--- src/rtl/triangle_stream_decoder_if.sv ---
// Host/rasteriser bus of the triangle stream decoder.
//   master : host side (drives the word stream and the pop request)
//   slave  : decoder side (drives buffer status, flags and head triangle)
// Signals:
//   fifo_write, fifo_w_data          host word strobe and 32-bit packet word
//   next_triangle                    pop request for the head triangle
//   fifo_full, tri_count, data_ready buffer status
//   opcode_received, proto_error     one-cycle header pulses
//   frame_ready, overflow            sticky status levels
//   x1..y3, TexNum                   head triangle
interface triangle_stream_decoder_if #(
    parameter int unsigned DEPTH = 4,
    parameter int unsigned TEX_W = 8
);
    localparam int unsigned CNT_W = $clog2(DEPTH + 1);

    logic              fifo_write;
    logic [31:0]       fifo_w_data;
    logic              next_triangle;
    logic              fifo_full;
    logic [CNT_W-1:0]  tri_count;
    logic              opcode_received;
    logic              frame_ready;
    logic              data_ready;
    logic [15:0]       x1, y1, x2, y2, x3, y3;
    logic [TEX_W-1:0]  TexNum;
    logic              overflow;
    logic              proto_error;

    modport master (
        output fifo_write, fifo_w_data, next_triangle,
        input  fifo_full, tri_count, opcode_received, frame_ready, data_ready,
        input  x1, y1, x2, y2, x3, y3, TexNum, overflow, proto_error
    );

    modport slave (
        input  fifo_write, fifo_w_data, next_triangle,
        output fifo_full, tri_count, opcode_received, frame_ready, data_ready,
        output x1, y1, x2, y2, x3, y3, TexNum, overflow, proto_error
    );
endinterface

--- src/rtl/triangle_stream_decoder.sv ---
// Triangle stream decoder: assembles 4-word packets (header, v1, v2, v3)
// from the host word stream, queues up to DEPTH triangles in a circular
// buffer and presents the head triangle to the rasteriser.
// Ports:
//   clk    system clock, rising edge
//   reset  asynchronous active-low reset
//   bus    triangle_stream_decoder_if.slave (word stream in, head triangle,
//          buffer status and protocol flags out)
module triangle_stream_decoder #(
    parameter int unsigned DEPTH = 4,
    parameter int unsigned TEX_W = 8
) (
    input  logic                             clk,
    input  logic                             reset,
    triangle_stream_decoder_if.slave         bus
);
    localparam int unsigned PTR_W   = $clog2(DEPTH);
    localparam int unsigned CNT_W   = $clog2(DEPTH + 1);
    localparam int unsigned ENTRY_W = TEX_W + 96;

    typedef enum logic [1:0] {HDR, V1, V2, V3} state_t;

    state_t              state;
    logic [TEX_W-1:0]    tex_q;
    logic [31:0]         v1_q, v2_q;
    logic [ENTRY_W-1:0]  mem [DEPTH];
    logic [PTR_W-1:0]    wr_ptr, rd_ptr, rd_next;
    logic [CNT_W-1:0]    count, cnt_next;
    logic [ENTRY_W-1:0]  head_q, new_entry;
    logic                op_pulse_q, perr_pulse_q, frame_q, ovf_q;
    logic                is_full, pop, commit;

    always_comb begin
        is_full   = (count == CNT_W'(DEPTH));
        pop       = bus.next_triangle && (count != '0);
        // A pop on the same edge frees the slot the commit needs.
        commit    = bus.fifo_write && (state == V3) && (!is_full || pop);
        rd_next   = pop ? rd_ptr + PTR_W'(1) : rd_ptr;
        new_entry = {tex_q, v1_q, v2_q, bus.fifo_w_data};
        cnt_next  = count;
        case ({commit, pop})
            2'b10:   cnt_next = count + CNT_W'(1);
            2'b01:   cnt_next = count - CNT_W'(1);
            default: cnt_next = count;
        endcase
    end

    always_ff @(posedge clk) begin
        if (commit) mem[wr_ptr] <= new_entry;
    end

    always_ff @(posedge clk or negedge reset) begin
        if (!reset) begin
            state        <= HDR;
            tex_q        <= '0;
            v1_q         <= '0;
            v2_q         <= '0;
            wr_ptr       <= '0;
            rd_ptr       <= '0;
            count        <= '0;
            head_q       <= '0;
            op_pulse_q   <= 1'b0;
            perr_pulse_q <= 1'b0;
            frame_q      <= 1'b0;
            ovf_q        <= 1'b0;
        end else begin
            op_pulse_q   <= 1'b0;
            perr_pulse_q <= 1'b0;
            if (bus.fifo_write) begin
                case (state)
                    HDR: begin
                        case (bus.fifo_w_data[31:28])
                            4'd0: ;
                            4'd1: begin
                                tex_q      <= bus.fifo_w_data[TEX_W-1:0];
                                op_pulse_q <= 1'b1;
                                frame_q    <= 1'b0;
                                state      <= V1;
                            end
                            4'd2: begin
                                op_pulse_q <= 1'b1;
                                frame_q    <= 1'b1;
                            end
                            default: perr_pulse_q <= 1'b1;
                        endcase
                    end
                    V1: begin
                        v1_q  <= bus.fifo_w_data;
                        state <= V2;
                    end
                    V2: begin
                        v2_q  <= bus.fifo_w_data;
                        state <= V3;
                    end
                    default: begin
                        if (!commit) ovf_q <= 1'b1;
                        state <= HDR;
                    end
                endcase
            end
            if (commit) wr_ptr <= wr_ptr + PTR_W'(1);
            rd_ptr <= rd_next;
            count  <= cnt_next;
            // The new entry is not in mem yet when it becomes the head,
            // so it is bypassed straight into the head register.
            if (commit && (rd_next == wr_ptr))
                head_q <= new_entry;
            else if (cnt_next != '0)
                head_q <= mem[rd_next];
        end
    end

    assign bus.fifo_full       = is_full;
    assign bus.tri_count       = count;
    assign bus.data_ready      = (count != '0);
    assign bus.opcode_received = op_pulse_q;
    assign bus.proto_error     = perr_pulse_q;
    assign bus.frame_ready     = frame_q;
    assign bus.overflow        = ovf_q;
    assign {bus.TexNum, bus.x1, bus.y1, bus.x2, bus.y2, bus.x3, bus.y3} = head_q;
endmodule

--- src/flat_wrapper.sv ---
// flat-port wrapper written by rule: the top's interface ports become plain ports
module triangle_stream_decoder_flat 
#(
    parameter int unsigned DEPTH = 4,
    parameter int unsigned TEX_W = 8
)
  (clk, reset, bus_fifo_write, bus_fifo_w_data, bus_next_triangle, bus_fifo_full, bus_tri_count, bus_opcode_received, bus_frame_ready, bus_data_ready, bus_x1, bus_y1, bus_x2, bus_y2, bus_x3, bus_y3, bus_TexNum, bus_overflow, bus_proto_error);
  triangle_stream_decoder_if #(.DEPTH(DEPTH), .TEX_W(TEX_W)) bus_i ();
  input  logic clk;
  input  logic reset;
  input wire logic [$bits(bus_i.fifo_write)-1:0] bus_fifo_write;
  input wire logic [$bits(bus_i.fifo_w_data)-1:0] bus_fifo_w_data;
  input wire logic [$bits(bus_i.next_triangle)-1:0] bus_next_triangle;
  output wire logic [$bits(bus_i.fifo_full)-1:0] bus_fifo_full;
  output wire logic [$bits(bus_i.tri_count)-1:0] bus_tri_count;
  output wire logic [$bits(bus_i.opcode_received)-1:0] bus_opcode_received;
  output wire logic [$bits(bus_i.frame_ready)-1:0] bus_frame_ready;
  output wire logic [$bits(bus_i.data_ready)-1:0] bus_data_ready;
  output wire logic [$bits(bus_i.x1)-1:0] bus_x1;
  output wire logic [$bits(bus_i.y1)-1:0] bus_y1;
  output wire logic [$bits(bus_i.x2)-1:0] bus_x2;
  output wire logic [$bits(bus_i.y2)-1:0] bus_y2;
  output wire logic [$bits(bus_i.x3)-1:0] bus_x3;
  output wire logic [$bits(bus_i.y3)-1:0] bus_y3;
  output wire logic [$bits(bus_i.TexNum)-1:0] bus_TexNum;
  output wire logic [$bits(bus_i.overflow)-1:0] bus_overflow;
  output wire logic [$bits(bus_i.proto_error)-1:0] bus_proto_error;
  assign bus_i.fifo_write = bus_fifo_write;
  assign bus_i.fifo_w_data = bus_fifo_w_data;
  assign bus_i.next_triangle = bus_next_triangle;
  assign bus_fifo_full = bus_i.fifo_full;
  assign bus_tri_count = bus_i.tri_count;
  assign bus_opcode_received = bus_i.opcode_received;
  assign bus_frame_ready = bus_i.frame_ready;
  assign bus_data_ready = bus_i.data_ready;
  assign bus_x1 = bus_i.x1;
  assign bus_y1 = bus_i.y1;
  assign bus_x2 = bus_i.x2;
  assign bus_y2 = bus_i.y2;
  assign bus_x3 = bus_i.x3;
  assign bus_y3 = bus_i.y3;
  assign bus_TexNum = bus_i.TexNum;
  assign bus_overflow = bus_i.overflow;
  assign bus_proto_error = bus_i.proto_error;
  triangle_stream_decoder #(.DEPTH(DEPTH), .TEX_W(TEX_W)) u_core (.clk(clk), .reset(reset), .bus(bus_i));
endmodule
--- config.mk ---
export PLATFORM = sky130hd
export DESIGN_NAME = triangle_stream_decoder_flat
export DESIGN_NICKNAME = d
export VERILOG_FILES = /design/src/rtl/triangle_stream_decoder_if.sv /design/src/rtl/triangle_stream_decoder.sv /design/src/flat_wrapper.sv
export SDC_FILE = /design/constraint.sdc
export NUM_CORES = 1
export LEC_CHECK = 0
export CAP_MARGIN = 20
export CORE_MARGIN = 5
export CORE_UTILIZATION = 50
export CTS_CLUSTER_DIAMETER = 40
export DETAILED_ROUTE_END_ITERATION = 16
export DONT_BUFFER_PORTS = 1
export SYNTH_ARGS = -nofsm -noshare
export SYNTH_HDL_FRONTEND = slang
export SYNTH_SLANG_ARGS = --single-unit
--- constraint.sdc ---
create_clock -name clk -period 11.7 [get_ports clk]
set_input_delay 2.34 -clock clk [delete_from_list [all_inputs] [get_ports clk]]
set_output_delay 2.34 -clock clk [all_outputs]
set_load 0.02 [all_outputs]
==> summary.txt <==
Worst setup path
  – Critical Path Fanout Max: 85
  – Setup crit end kind: flip-flop
  – Worst R2R Path Depth: 11
  – Max stage delay cell, worst path: buf_4
  – Startpoint types: input pin
  – Critical path type: input pin to flip-flop
  – Slowest stage delay, CP: 0.89 ns
  – CP cell instances: o31a_2 -> buf_4 -> nand2_1 -> fa_1 -> xnor2_1 -> a41oi_1 -> o31a_2 -> buf_4 -> buf_4 -> o311ai_0 -> a31oi_1
  – Worst path arrival time: 6.68 ns
  – Cell mode on critical path: buf_4
  – Required time worst endpoint: 12.24 ns

GRT
  – First-pass GRT wire length: 126,000 um
  – Largest net degree at the start of global routing: 258
  – Antenna violations before repair: 5
  – All-layer global routing usage: 25.6%
  – Grt total ovfl: 0
  – Vias in the first global route: 21,200

CTS
  – TritonCTS clock tree: built
  – CTS H-tree depth: 3
  – Setup bufs post-CTS: 0
  – Clk sinks: 605
  – Cts repair resizes: 0
  – Clock latency on the worst-skew pair: 0.62 ns
  – Num CTS Buffers: 91
  – Hold Buf Count CTS: 0
  – CTS Buffer Depth: 3
  – Root buf cell: clkbuf_16
  – CTS clk-pin slew, worst paths: 0.05 ns

Floorplan
  – Die X: 250 um
  – Core area: 0.0575 mm2
  – Rows: 88
  – Die ar.: 0.0626 mm2
  – Top-level port count: 149
  – Starting Density: 50.2%
  – Die height: 250 um

Finish
  – Total Nets Final: 2,499
  – Fin cells: 3,299
  – FF+latch area: 0.0172 mm2
  – FILL cells: 4,711
  – Multi-input gate area: 0.0107 mm2
  – Post-route cell area: 0.0324 mm2
  – P&R area growth vs syn: 12.3%
  – Layout cells sized above 1: 14.7%

Synthesis
  – Flops & latches, synth: 605
  – Sequential fraction of the synthesis area: 59.7%
  – Top cells by area, synth: edfxtp_1 43%, dfrtp_1 16%, mux2_2 6.8%
  – XOR/XNOR share of the synthesized area: 0.212%
  – Multiplexer share of the synthesized area: 10.5%
  – EDFF count, synth: 416
  – Ys flop type: edfxtp_1
  – Top cells by count, synth: 416 x edfxtp_1, 330 x nand2_1, 217 x nor2_1, 189 x dfrtp_1, 175 x mux2_2
  – Mean area per synthesized cell: 11.3 um2
  – Post-synth top area cell: edfxtp_1
  – Adder-Cell Fraction of Synth Area: 0.416%
  – Netlist cell types: 41
  – Most frequent cell after synthesis: edfxtp_1
  – Synthesized instance count: 2,553
  – Post-synthesis compound-gate area fraction: 7.46%
  – Cell area after synthesis: 0.0289 mm2
  – Simple-Gate Fraction of Synth Area: 18.2%
  – Synthesis Warnings: 0
  – Top cell type's share of synthesized area: 43.3%
  – Syn nets: 2,598
  – Synth async-reset ratio: 31.2%
  – Largest family of logic cells by synthesized area: simple AND/OR/NAND/NOR gates

Placement
  – Post-place instance area: 0.0291 mm2
  – Port bufs: 0
  – GP Congestion: 0.754
  – Placed cell count: 3,125
  – Pre-CTS WS: 4.92 ns
  – DP HPWL: 42,800 um

Timing
  – Worst setup margin: 5.56 ns
  – Clk_skew: 0.0183 ns
  – Normalized max-slew margin: 7.41%
  – TNS Setup: 0 ns
  – Tmin final: 6.14 ns
  – Fin crit share: 52.5%
  – # setup viols final: 0
  – RSZ-0062 raised after global routing: no
  – Hold_ws: 0.538 ns
  – Worst Tran Pin Value: 1.39 ns
  – Final hold violation count: 0
  – Fmax: 163 MHz
  – Final slew viol count: 0

Detailed routing
  – Final ANT Viol Nets: 0
  – WL final: 81,700 um
  – Wirelength per Cell: 24.8 um
  – Iteration-0 DRC Markers: 1,657
  – Pre-antenna DRT Iters: 5
  – DRC viols: 0
  – Via/cell ratio: 6.25
  – DR vias: 20,600

Pwr
  – Worst vdd ir: 412 uV
  – Leakage: 11.9 nW
  – Reg power frac: 39.2%
  – Sw frac: 38.1%
  – Clk pwr share: 29.7%
  – Power per cell area: 296 mW/mm2
  – Internal power: 5.94 mW
  – Switching pwr: 3.65 mW
  – Combinational share of power: 31.1%

Outcome
  – Status: finished, final reports clean

Worst hold path
  – Tightest Hold Check Type: flip-flop to flip-flop
  – Hold Path Stages: 0

Run
  – Max-cap violations: 0
worst max-delay path: cells and delay by family:
family	cells	cell delay, ns
simple gates	1	0.16
fa+ha+maj	1	0.48
xor+xnor	1	0.22
buf+inv	3	2.19
compound gates	5	1.24
cells in the final DEF, fill, tap and decap left out, drive strengths merged, types with 104 or more instances in the layout:
cell type	synthesis	final
nor3	105	105
a31oi	105	105
nor2b	104	104
clkbuf	129	109
nor3b	104	104
nand2	330	330
nor2	217	217
dfrtp	189	189
nand3	106	106
o21ai	111	111
mux2i	105	105
mux2	175	175
edfxtp	416	416
layout make-up:
cell class                      instances  share of cell area (%)
Antenna cell                            1                 0.00772
Clock buffer                          109                    7.52
Tap cell                              765                    2.95
Inverter                                9                   0.104
Clock inverter                         63                    2.47
Sequential cell                       605                    53.2
Timing Repair Buffer                   30                   0.811
Multi-Input combinational cell       1717                    33.0
cell families after synthesis:
kind of cell | after synthesis
xor gates and xnor gates | 7
AOI/OAI and AO/OA | 341
muxes | 280
adders and majority gates | 9
and+or+nand+nor | 1080
buffers and inverters | 231
DFF | 605
per-layer routing:
layer	wire, um	GRT usage [%]
met1	33800	33.8
met2	38700	40.9
met3	6400	6.61
met4	2770	10.1
met5	35	0
metrics by stage:
step           power [mW]  utilization, %
6_report             9.60            56.4
5_1_grt              10.1            56.4
4_1_cts              9.63            56.3
3_5_place_dp         6.77            50.7
3_3_place_gp         6.66            50.7
2_1_floorplan        5.82               -
worst paths after layout:
check | to | from | slack (ns)
max reg2reg | u_core.head_q[95] | u_core.bus.tri_count[0] | 6.41
max in group asynchronous | u_core.head_q[50] | reset | 10.04
max | u_core.head_q[95] | bus_next_triangle | 5.56
min in group asynchronous | u_core.head_q[0] | reset | 1.42
min | u_core.mem[0][42] | u_core.v2_q[10] | 0.54
min reg2reg | u_core.mem[0][42] | u_core.v2_q[10] | 0.54
power by group through the flow:
| stage | clock network [mW] | registers (mW) | logic [mW] |
|---|---|---|---|
| 2_1_floorplan | 0 | 3.46 | 2.36 |
| 3_3_place_gp | 0 | 3.77 | 2.88 |
| 4_1_cts | 2.90 | 3.76 | 2.98 |
| 3_5_place_dp | 0 | 3.79 | 2.97 |
| 5_1_grt | 3.00 | 3.83 | 3.29 |
| 6_report | 2.85 | 3.76 | 2.98 |
state kept, by name (all words and copies together) (netlist names):
| register | cells |
|---|---|
| u_core.v2_q | 32 |
| u_core.rd_ptr | 2 |
| u_core.bus.opcode_received | 1 |
| u_core.mem | 416 |
| u_core.head_q | 104 |
| u_core.bus.frame_ready | 1 |
| u_core.v1_q | 32 |
| u_core.bus.tri_count | 3 |
| u_core.bus.overflow | 1 |
| u_core.wr_ptr | 2 |
| u_core.tex_q | 8 |
| u_core.state | 2 |
| u_core.bus.proto_error | 1 |
Power figures use the tool's default switching activity.
